$ cat src/rtl/fruit_launch_scheduler.sv
`default_nettype none
// ============================================================================
// Module      : fruit_launch_scheduler
// Description : Frame-paced fruit spawner with slot tracking, randomised
//               descriptor decode and valid/ready launch handoff.
// Revision    : 1.0 - initial release
// ============================================================================
module fruit_launch_scheduler #(
    parameter int NUM_SLOTS      = 4,
    parameter int X_LEFT_BASE    = 256,
    parameter int X_RIGHT_BASE   = 350,
    parameter int Y_VEL0         = 12,
    parameter int Y_VEL1         = 10,
    parameter int Y_VEL2         = 14,
    parameter int Y_VEL3         = 12,
    parameter int SPAWN_INTERVAL = 30,
    localparam int SLOT_W        = (NUM_SLOTS > 1) ? $clog2(NUM_SLOTS) : 1
) (
    input  logic                 clk_in,
    input  logic                 rst_in,
    input  logic                 enable_in,
    input  logic                 frame_tick_in,
    input  logic [15:0]          random_in,
    input  logic [NUM_SLOTS-1:0] slot_free_in,
    input  logic                 launch_ready_in,
    output logic                 launch_valid_out,
    output logic [SLOT_W-1:0]    launch_slot_out,
    output logic [10:0]          x_start_out,
    output logic [2:0]           x_vel_out,
    output logic [4:0]           y_vel_out,
    output logic                 x_direction_neg_out,
    output logic [NUM_SLOTS-1:0] slots_busy_out,
    output logic [15:0]          spawn_count_out
);

    localparam logic [0:0] ST_IDLE    = 1'b0;
    localparam logic [0:0] ST_PRESENT = 1'b1;

    logic [0:0]           r_state;
    logic [12:0]          r_cooldown;
    logic [3:0]           r_jitter;
    logic [NUM_SLOTS-1:0] r_busy;
    logic [NUM_SLOTS-1:0] r_held;
    logic                 r_valid;
    logic [SLOT_W-1:0]    r_slot;
    logic [10:0]          r_x_start;
    logic [2:0]           r_x_vel;
    logic [4:0]           r_y_vel;
    logic                 r_dir;
    logic [15:0]          r_count;

    logic [NUM_SLOTS-1:0] w_free_mask;
    logic [NUM_SLOTS-1:0] w_busy_after;
    logic [NUM_SLOTS-1:0] w_avail;
    logic [NUM_SLOTS-1:0] w_onehot;
    logic [NUM_SLOTS-1:0] w_busy_next;
    logic [SLOT_W-1:0]    w_sel;
    logic                 w_tick_ok;
    logic                 w_spawn;
    logic [10:0]          w_offset;
    logic [10:0]          w_x_start;
    logic [4:0]           w_y_vel;

    // The slot being presented cannot be released until its launch is taken.
    assign w_free_mask  = slot_free_in & r_busy & ~((r_state == ST_PRESENT) ? r_held : '0);
    assign w_busy_after = r_busy & ~w_free_mask;
    assign w_avail      = ~w_busy_after;
    assign w_onehot     = w_avail & ((~w_avail) + NUM_SLOTS'(1));

    assign w_tick_ok = (r_state == ST_IDLE) && frame_tick_in && enable_in;
    assign w_spawn   = w_tick_ok && (r_cooldown == 13'd0) && (|w_avail);

    assign w_busy_next = w_busy_after | (w_spawn ? w_onehot : '0);

    assign w_offset  = {4'd0, random_in[11:5]};
    assign w_x_start = random_in[0] ? (11'(X_RIGHT_BASE) + w_offset)
                                    : (11'(X_LEFT_BASE) - w_offset);

    always_comb begin
        w_sel = '0;
        for (int i = 0; i < NUM_SLOTS; i++) begin
            if (w_onehot[i]) begin
                w_sel = SLOT_W'(i);
            end
        end
    end

    always_comb begin
        case (random_in[4:3])
            2'b00:   w_y_vel = 5'(Y_VEL0);
            2'b01:   w_y_vel = 5'(Y_VEL1);
            2'b10:   w_y_vel = 5'(Y_VEL2);
            default: w_y_vel = 5'(Y_VEL3);
        endcase
    end

    always_ff @(posedge clk_in) begin
        if (rst_in) begin
            r_state    <= ST_IDLE;
            r_cooldown <= '0;
            r_jitter   <= '0;
            r_busy     <= '0;
            r_held     <= '0;
            r_valid    <= 1'b0;
            r_slot     <= '0;
            r_x_start  <= '0;
            r_x_vel    <= '0;
            r_y_vel    <= '0;
            r_dir      <= 1'b0;
            r_count    <= '0;
        end else begin
            r_busy <= w_busy_next;
            case (r_state)
                ST_IDLE: begin
                    if (w_tick_ok && (r_cooldown != 13'd0)) begin
                        r_cooldown <= r_cooldown - 13'd1;
                    end
                    if (w_spawn) begin
                        r_state   <= ST_PRESENT;
                        r_valid   <= 1'b1;
                        r_slot    <= w_sel;
                        r_held    <= w_onehot;
                        r_dir     <= random_in[0];
                        r_x_vel   <= {1'b0, random_in[2:1]} + 3'd1;
                        r_y_vel   <= w_y_vel;
                        r_x_start <= w_x_start;
                        r_jitter  <= random_in[15:12];
                    end
                end
                ST_PRESENT: begin
                    if (launch_ready_in) begin
                        r_state    <= ST_IDLE;
                        r_valid    <= 1'b0;
                        r_count    <= r_count + 16'd1;
                        r_cooldown <= 13'(SPAWN_INTERVAL) + {9'd0, r_jitter};
                    end
                end
                default: r_state <= ST_IDLE;
            endcase
        end
    end

    assign launch_valid_out    = r_valid;
    assign launch_slot_out     = r_slot;
    assign x_start_out         = r_x_start;
    assign x_vel_out           = r_x_vel;
    assign y_vel_out           = r_y_vel;
    assign x_direction_neg_out = r_dir;
    assign slots_busy_out      = r_busy;
    assign spawn_count_out     = r_count;

endmodule
`default_nettype wire

$ cat config.mk
export PLATFORM = sky130hd
export DESIGN_NAME = fruit_launch_scheduler
export DESIGN_NICKNAME = d
export VERILOG_FILES = /design/src/rtl/fruit_launch_scheduler.sv
export SDC_FILE = /design/constraint.sdc
export NUM_CORES = 1
export LEC_CHECK = 0
export CORE_MARGIN = 3
export CORE_UTILIZATION = 51
export CTS_BUF_LIST = sky130_fd_sc_hd__clkbuf_16
export CTS_CLUSTER_DIAMETER = 200
export CTS_CLUSTER_SIZE = 28
export DETAILED_ROUTE_END_ITERATION = 8
export GPL_TIMING_DRIVEN = 0
export PLACE_DENSITY = 0.8
export SYNTH_ARGS = -nofsm -noshare
export SYNTH_HDL_FRONTEND = slang
export SYNTH_SLANG_ARGS = --single-unit
$ cat constraint.sdc
create_clock -name clk_in -period 2.8 [get_ports clk_in]
set_clock_uncertainty 0.05 [all_clocks]
set_input_delay 0.56 -clock clk_in [delete_from_list [all_inputs] [get_ports clk_in]]
set_output_delay 0.56 -clock clk_in [all_outputs]
set_load 0.01 [all_outputs]
== Yosys cells after proc, flatten, opt, wreduce, memory -nomap -nowiden ==
Index checks and enable logic that the tools add are counted.

* Bits in registers: 65

* Add/sub/neg operators: 7
* Reductions and logical operators: 12
* Bitwise logic cells: 10
* Multiplexer cells: 16
* Eq/ne operators: 5

{| class="wikitable"
|+ Operator list
! operator !! count
|-
| 13-bit 2-to-1 mux || 2
|-
| 13-bit one-hot mux with 2 select lines || 1
|-
| 16-bit by 1-bit adder with 16-bit output, second input constant || 1
|-
| 4-bit AND || 4
|-
| 4-bit inverter || 4
|-
| 13-bit logical NOT || 1
|-
| 13-bit nonzero test || 1
|-
| 13-bit by 1-bit subtractor with 13-bit output, second input constant || 1
|-
| 11-bit 2-to-1 mux || 1
|-
| 9-bit by 7-bit adder with 10-bit output, first input constant || 1
|-
| 9-bit by 7-bit subtractor with 10-bit output, first input constant || 1
|-
| 4-bit 2-to-1 mux || 2
|-
| 2-bit AND reduction || 4
|-
| 5-bit by 4-bit adder with 6-bit output, first input constant || 1
|-
| 3-bit one-hot mux with 2 select lines || 1
|-
| 1-bit logical AND || 5
|-
| 1-bit 2-to-1 mux || 5
|-
| 4-bit by 1-bit adder with 4-bit output, second input constant || 1
|-
| 2-bit 2-to-1 mux || 2
|-
| 2-bit inequality test, second input constant || 2
|-
| 4-bit bitwise OR || 1
|-
| 1-bit one-hot mux with 2 select lines || 2
|-
| 4-bit OR reduction || 1
|-
| 2-bit by 1-bit adder with 3-bit output, second input constant || 1
|-
| other kinds (4) || 4
|}

== Depth between registers and ports, before layout ==
Gate-level depths: netlist of run 1.

* Depth after elaboration: 12
* Gate-level depth with buffers: 9

== Worst setup path after synthesis of run 1 ==
No wires, ideal clock.

* Path type: register to register
* Start point: register r_cooldown[0]
* End point: register r_x_start[3] (netlist: x_start_out[3])
* Cell stages (with the launch flop): 9
* Setup slack: 414 ps
* Arrival: 2,215 ps
* Cell sequence: dfxtp_1 inv_1 ha_1 or4b_2 buf_2 nor4_4 o21a_1 buf_6 mux2_2

* Longest elaborated chain between the ends: 4

{| class="wikitable"
|+ RTL lines
! element !! line !! text
|-
| start: declaration || 40 || <nowiki>logic [12:0] r_cooldown;</nowiki>
|-
| start signal: assignment || 116 || <nowiki>r_cooldown <= r_cooldown - 13'd1;</nowiki>
|-
| start signal: assignment || 135 || <nowiki>r_cooldown <= 13'(SPAWN_INTERVAL) + {9'd0, r_jitter};</nowiki>
|-
| 13-bit logical NOT || 71 || <nowiki>assign w_spawn = w_tick_ok && (r_cooldown == 13'd0) && (|w_avail);</nowiki>
|-
| 1-bit logical AND (2 in a row) || 71 ||
|-
| 2-bit AND reduction (no source line) || - ||
|-
| end signal: assignment || 126 || <nowiki>r_x_start <= w_x_start;</nowiki>
|-
| end: declaration || 46 || <nowiki>logic [10:0] r_x_start;</nowiki>
|}

Every way passes these cells.
A chain may end at the register's enable or synchronous reset.

== Worst setup path in the final report of run 1 ==
* Start point: input rst_in
* End point: register r_count[2] (netlist: spawn_count_out[2])

{| class="wikitable"
|+ RTL lines
! element !! line !! text
|-
| start: declaration || 20 || <nowiki>input logic rst_in,</nowiki>
|-
| end signal: assignment || 134 || <nowiki>r_count <= r_count + 16'd1;</nowiki>
|-
| end: declaration || 50 || <nowiki>logic [15:0] r_count;</nowiki>
|}

No word-level cell between the ends.

==> results of run 1 <==
[sequential cells by signal, indices dropped and copies added, names as in the netlist]
| name | flops |
|---|---|
| launch_slot_out | 2 |
| spawn_count_out | 16 |
| slots_busy_out | 4 |
| x_start_out | 9 |
| y_vel_out | 3 |
| r_held | 4 |
| r_jitter | 4 |
| r_cooldown | 13 |
| launch_valid_out | 1 |
| x_vel_out | 3 |
| r_state | 1 |
| x_direction_neg_out | 1 |
[synth_stat cells (12+ instances only)]
cell / number / area (um^2)
nor2_1: 30 / 113
dfxtp_1: 61 / 1220
a21oi_1: 24 / 120
nand2_1: 38 / 143
clkbuf_1: 14 / 52.6
mux2i_1: 12 / 120
nor2b_1: 13 / 81.3
inv_1: 14 / 52.6
[worst min-delay path, stage by stage, from the launching register on]
cell and delay [ns]:
dfxtp_1 0.30, nand2_1 0.05, a21oi_1 0.05
[routing by layer]
layer | track usage (%) | vias to the layer above
li1 | - | 1538
met1 | 29.6 | 1485
met2 | 40.9 | 107
met3 | 6.37 | 10
met4 | 7.22 | 0
met5 | 0 | -
[through the flow]
step	cell area, um^2	cells	worst slack, ns	power, W
floorplan	3290	379	0.414	0.00262
global placement	4020	517	-0.249	0.00309
detailed placement	4020	517	-0.295	0.00315
CTS	4330	533	0.0234	0.00434
global route	4350	535	0.0427	0.00465
finish	4350	535	0.192	0.00439
[layout by cell type (no fill, tap or decap), drive strengths merged, types with 3 or more instances in the layout]
cell / synthesis / layout
clkdlybuf4s50: 0 / 63
dfxtp: 61 / 61
nand2: 38 / 38
nor2: 30 / 30
a21oi: 24 / 24
clkbuf: 14 / 22
buf: 14 / 17
inv: 14 / 14
nor2b: 13 / 13
mux2i: 12 / 12
or4: 10 / 10
mux2: 10 / 10
o31ai: 10 / 10
nand3: 10 / 10
ha: 10 / 10
o21ai: 10 / 10
nand4: 8 / 8
xor2: 8 / 8
o41ai: 6 / 6
nor4: 6 / 6
a21bo: 5 / 5
and4: 5 / 5
o211ai: 5 / 5
nor3b: 4 / 4
nor3: 4 / 4
conb: 1 / 4
or3: 3 / 3
and2: 3 / 3
a2111o: 3 / 3
o2111ai: 3 / 3
a211oi: 3 / 3
xnor2: 3 / 3
clkinv: 0 / 3
[timing repair]
action	in CTS	in global routing
gates resized for setup	0	2
endpoints found under the setup margin	0	17
hold endpoints to repair	0	0
buffers inserted	0	3
[final timing paths]
kind	depth (start not counted)	to	slack [ns]
worst max-delay path	6	spawn_count_out[2]$_SDFFE_PP0P_	0.19
worst min-delay path	2	launch_valid_out$_SDFFE_PP0P_	0.41
worst max register to register	8	y_vel_out[1]$_SDFFE_PP0P_	0.31
worst min register to register	2	launch_valid_out$_SDFFE_PP0P_	0.41
[cell type report]
class | instances | share of cell area (%)
Clock buffer | 9 | 5.18
Multi-Input combinational cell | 276 | 42.9
Inverter | 14 | 1.21
Buffer | 27 | 3.45
Timing Repair Buffer | 66 | 15.0
Clock inverter | 7 | 2.07
Tap cell | 75 | 2.16
Sequential cell | 61 | 28.1
[kinds of logic (layout without fill, tap and decap cells)]
family          count (synthesis)  count (layout)
buf+inv                        42             123
other cells                     1               4
simple gates                  144             144
compound gates                 85              85
mux                            22              22
fa+ha+maj                      10              10
flops                          61              61
xor+xnor                       11              11
[where the power goes]
part           switching (W)  internal (W)
Combinational        0.00109      0.000891
Clock               0.000407      0.000773
Sequential          0.000161       0.00107
Total                0.00165       0.00273
==> metrics, run 1 <==
Hold Path Origin=launch_valid_out$_SDFFE_PP0P_; Max Cap Viol=0; Final nets=490; layout cells sized above 1=11.7%; Starting Density=54.1%; max incr delay on CP=0.47 ns; critical path class=in2reg; row count=28; Post-synth top flop=dfxtp_1; cts hold-fix bufs=0; first-pass iteration count of the detailed router=4; outcome=completed; drt via density=5.87; first-pass GRT wire length=14,300 um; wire length on met1=3650 um; largest net degree at the start of global routing=12; vias in the first global route=3,006; initial antenna violation count=0; wire per inst=15.9 um; fill cell count=470; # H-tree levels=3; Post-Route WL=8520 um; Hold Fails Final Rpt=0; fmax=0.383 GHz; total track usage=23.9%; core area=6060 um^2; crit-path most repeated cell=clkbuf_1; vias post-DR=3,140; Clock Sinks=61; slowest CP cell=clkdlybuf4s50_1; met3 routed WL=532 um; chain of cells forming the critical path=clkdlybuf4s50_1, clkbuf_1, clkbuf_2, clkbuf_1, buf_1, nor2_1; Synth Area in XOR/XNOR=2.94%; EDFF count, synth=0; total die area=7430 um^2; Clock Root Buffer=clkbuf_16; final hold slack=0.411 ns; post-route ant nets=0; YS warnings=0; Arr. time, crit path=2.75 ns; Layout area overhead=32.6%; Ant. Diodes=0; distinct cell type count after synthesis=57; Leak Pwr=1.64 nW; area taken by multi-input logic gates=1870 um^2; Crit. Startpoint=rst_in; startpoint types=primary input; Synth Area in Compound Gates=18.5%; CP Buf/Inv Count=5; Mapped Area=3280 um^2; cell family with the largest share of critical-path delay=buffers and inverters; CP Capture Type=register; # port buffers=63; # setup viols final=0; Final period util=93.1%; RSZ-0062 raised after global routing=no; worst min path class=reg2reg; pwr/cell area=1010 nW/um^2; minimum clock period=2.61 ns; syn_area_per_cell=8.73 um^2; Clock transition at path regs=0.05 ns; drt drc=0; Max VDD drop=1.06 mV; Max Used Layer=met4; cts bufs inserted=9; mux share of post-synthesis cell area=7.09%; Post-Synth Adder-Cell Area=3.81%; met2 wire len=4240 um; CP Max Fanout=10; post-synthesis simple-gate area fraction=24.0%; setup TNS=0 ns; Iteration-0 DRC Markers=175; remaining global-route overflow=0; DIE HEIGHT=86.2 um; chip width=86.2 um; #FFs+latches synth=61; clock latency on the worst-skew pair=0.33 ns; cells after synthesis=376; max_slew headroom=50.3%; CTS max path bufs=2; required time of the critical path=2.95 ns; Final Util=71.8%; register area=1220 um^2; IO Count=68; RR Startpoint=r_cooldown[0]$_SDFFE_PP0P_; main combinational cell family by area after synthesis=simple AND/OR/NAND/NOR gates; worst slew pin tran=0.743 ns; sequential share of the synthesized area=37.2%; asr flop ratio synth=0%; Final Wtd Congestion=0.889; dpl hpwl=5990 um; TritonCTS clock tree=done; Final Max Tran Viols=0
(Power assumes the default switching activity.)
==> run 2, diff against run 1 <==
--- a/config.mk
+++ b/config.mk
@@ -11,7 +11,6 @@
 export CTS_CLUSTER_DIAMETER = 200
 export CTS_CLUSTER_SIZE = 28
 export DETAILED_ROUTE_END_ITERATION = 8
-export GPL_TIMING_DRIVEN = 0
 export PLACE_DENSITY = 0.8
 export SYNTH_ARGS = -nofsm -noshare
 export SYNTH_HDL_FRONTEND = slang
==> metrics, run 2 (synthesis gave the netlist of run 1 again) <==
fmax=0.411 GHz (+7.3%); core area=6060 um^2 (unchanged); remaining global-route overflow=0 (unchanged); Final Max Tran Viols=0 (unchanged); minimum clock period=2.43 ns (-0.177 ns); # port buffers=63 (unchanged); first-pass iteration count of the detailed router=4 (unchanged); worst min path class=reg2reg; Final Wtd Congestion=0.870 (-2.0%); most common cell after layout, fill and taps aside=clkdlybuf4s50_1; vias in the first global route=2,829 (-5.9%); dpl hpwl=5640 um (-5.9%); Final period util=86.8% (-6.3 points); Sw Ratio=37.7% (about the same); total die area=7430 um^2 (unchanged); vias post-DR=3,110 (-0.96%); Reg power frac=28.9% (+0.9 points); TritonCTS clock tree=done; worst reg2reg setup slack=0.37 ns (+0.06 ns); chip width=86.2 um (unchanged); CTS max path bufs=2 (unchanged); initial antenna violation count=0 (unchanged); Final Util=70.7% (-1.1 points); IO Count=68 (unchanged); Post-Route WL=8290 um (-2.7%); most frequent cells in the layout=62 x clkdlybuf4s50_1, 61 x dfxtp_1, 38 x nand2_1; max_slew headroom=62.6% (+12 points); Iteration-0 DRC Markers=209 (+19%); largest net degree at the start of global routing=56 (+44); Max Cap Viol=0 (unchanged); CP Max Fanout=6 (-4); # resized after CTS=0 (unchanged); outcome=completed; clock group share of total power=26.4% (-0.5 points); row count=28 (unchanged); Max VDD drop=0.689 mV (-35%); RSZ-0062 raised after global routing=no; drt via density=5.98 (+1.9%); Clock transition at path regs=0.05 ns (about the same); Clock Sinks=61 (unchanged); layout cells sized above 1=11.9% (+0.17 points); cts bufs inserted=9 (unchanged); cts hold-fix bufs=0 (unchanged); Ant. Diodes=0 (unchanged); setup TNS=0 ns (unchanged); Pint=0.00270 W (-1.2%); Leak Pwr=1.62 nW (-1.4%); first-pass GRT wire length=13,800 um (-3.3%); # H-tree levels=3 (unchanged); CP Capture Type=register; Layout area overhead=30.5%; startpoint types=register; Arr. time, crit path=2.63 ns (-0.12 ns); pwr/cell area=1010 nW/um^2 (+0.34%); drt drc=0 (unchanged); total track usage=23.2% (-0.77 points); DIE HEIGHT=86.2 um (unchanged); worst slew pin tran=0.561 ns (-0.183 ns); Hold Fails Final Rpt=0 (unchanged); required time of the critical path=3.00 ns (+0.05 ns); setup bufs post-CTS=0 (unchanged); # setup viols final=0 (unchanged); critical path class=reg2reg; wire per inst=15.9 um (about the same); max reg flops=16 (unchanged); P_sw=0.00163 W (-1.3%); combinational fraction of design power=44.7% (-0.4 points); clock latency on the worst-skew pair=0.32 ns (about the same); Final nets=476 (-2.9%); post-route ant nets=0 (unchanged); Clock Root Buffer=clkbuf_16; Starting Density=54.1% (unchanged)
run 2: changes by cell type in the layout (fill, tap and decap cells not counted), sizes merged:
cell | previous run | this run
clkinv | 3 | 4
clkinvlp | 2 | 0
clkdlybuf4s50 | 63 | 62
clkbuf | 22 | 9
run 2: worst paths after layout:
path                                                  start                     endpoint  cells past startpoint
worst min-delay path            x_start_out[4]$_SDFFE_PP0P_  x_start_out[4]$_SDFFE_PP0P_                      2
worst min register to register  x_start_out[4]$_SDFFE_PP0P_  x_start_out[4]$_SDFFE_PP0P_                      2
worst max register to register   r_cooldown[0]$_SDFFE_PP0P_  x_start_out[5]$_SDFFE_PP0P_                      7
worst max-delay path             r_cooldown[0]$_SDFFE_PP0P_  x_start_out[5]$_SDFFE_PP0P_                      7
run 2: per-stage QoR:
| stage | worst slack [ns] | total power [W] | instances | hold WS (ns) | area, um^2 |
|---|---|---|---|---|---|
| 2_1_floorplan | 0.414 | 0.00262 | 379 | 0.385 | 3290 |
| 3_3_place_gp | 0.282 | 0.00307 | 505 | 0.395 | 3980 |
| 3_5_place_dp | 0.201 | 0.00313 | 505 | 0.398 | 3980 |
| 4_1_cts | 0.357 | 0.00431 | 520 | 0.410 | 4280 |
| 5_1_grt | 0.200 | 0.00459 | 520 | 0.422 | 4280 |
| 6_report | 0.369 | 0.00433 | 520 | 0.408 | 4280 |
run 2: layer usage:
metal	track usage [%]	up-vias	wire length, um
met3	5.89	20	503
met1	28.9	1459	3550
met5	0	-	0
met4	10.8	0	172
li1	-	1503	-
met2	37.6	128	4060
run 2: layout make-up:
cell class              instances  area, um^2
clock buffers                   9         225
flip-flops and latches         61        1220
fillers                       466        1780
multi-input cells             276        1870
repair buffers                 79         746
clock inverters                 6        78.8
well taps                      75        93.8
inverters                      14        52.6
run 2: power groups by stage:
| stage | sequential (W) | combinational, W | clock, W |
|---|---|---|---|
| detailed placement | 0.00126 | 0.00187 | 0 |
| floorplan | 0.00124 | 0.00138 | 0 |
| CTS | 0.00125 | 0.00191 | 0.00115 |
| global route | 0.00128 | 0.00210 | 0.00120 |
| global placement | 0.00125 | 0.00182 | 0 |
| finish | 0.00125 | 0.00193 | 0.00114 |
run 2: worst max-delay path, cell delays in order, from the launching register on:
cell,delay [ns]
dfxtp_1,0.34
inv_1,0.11
ha_1,0.16
or4b_2,0.72
nor4_4,0.24
o21a_1,0.33
buf_4,0.22
mux2i_1,0.19
==> run 3, diff against run 2 <==
--- a/config.mk
+++ b/config.mk
@@ -12,6 +12,7 @@
 export CTS_CLUSTER_SIZE = 28
 export DETAILED_ROUTE_END_ITERATION = 8
 export PLACE_DENSITY = 0.8
+export SLEW_MARGIN = 40
 export SYNTH_ARGS = -nofsm -noshare
 export SYNTH_HDL_FRONTEND = slang
 export SYNTH_SLANG_ARGS = --single-unit
==> results of run 3 <==
Final layout, timing and power as in run 2 (identical DEF).
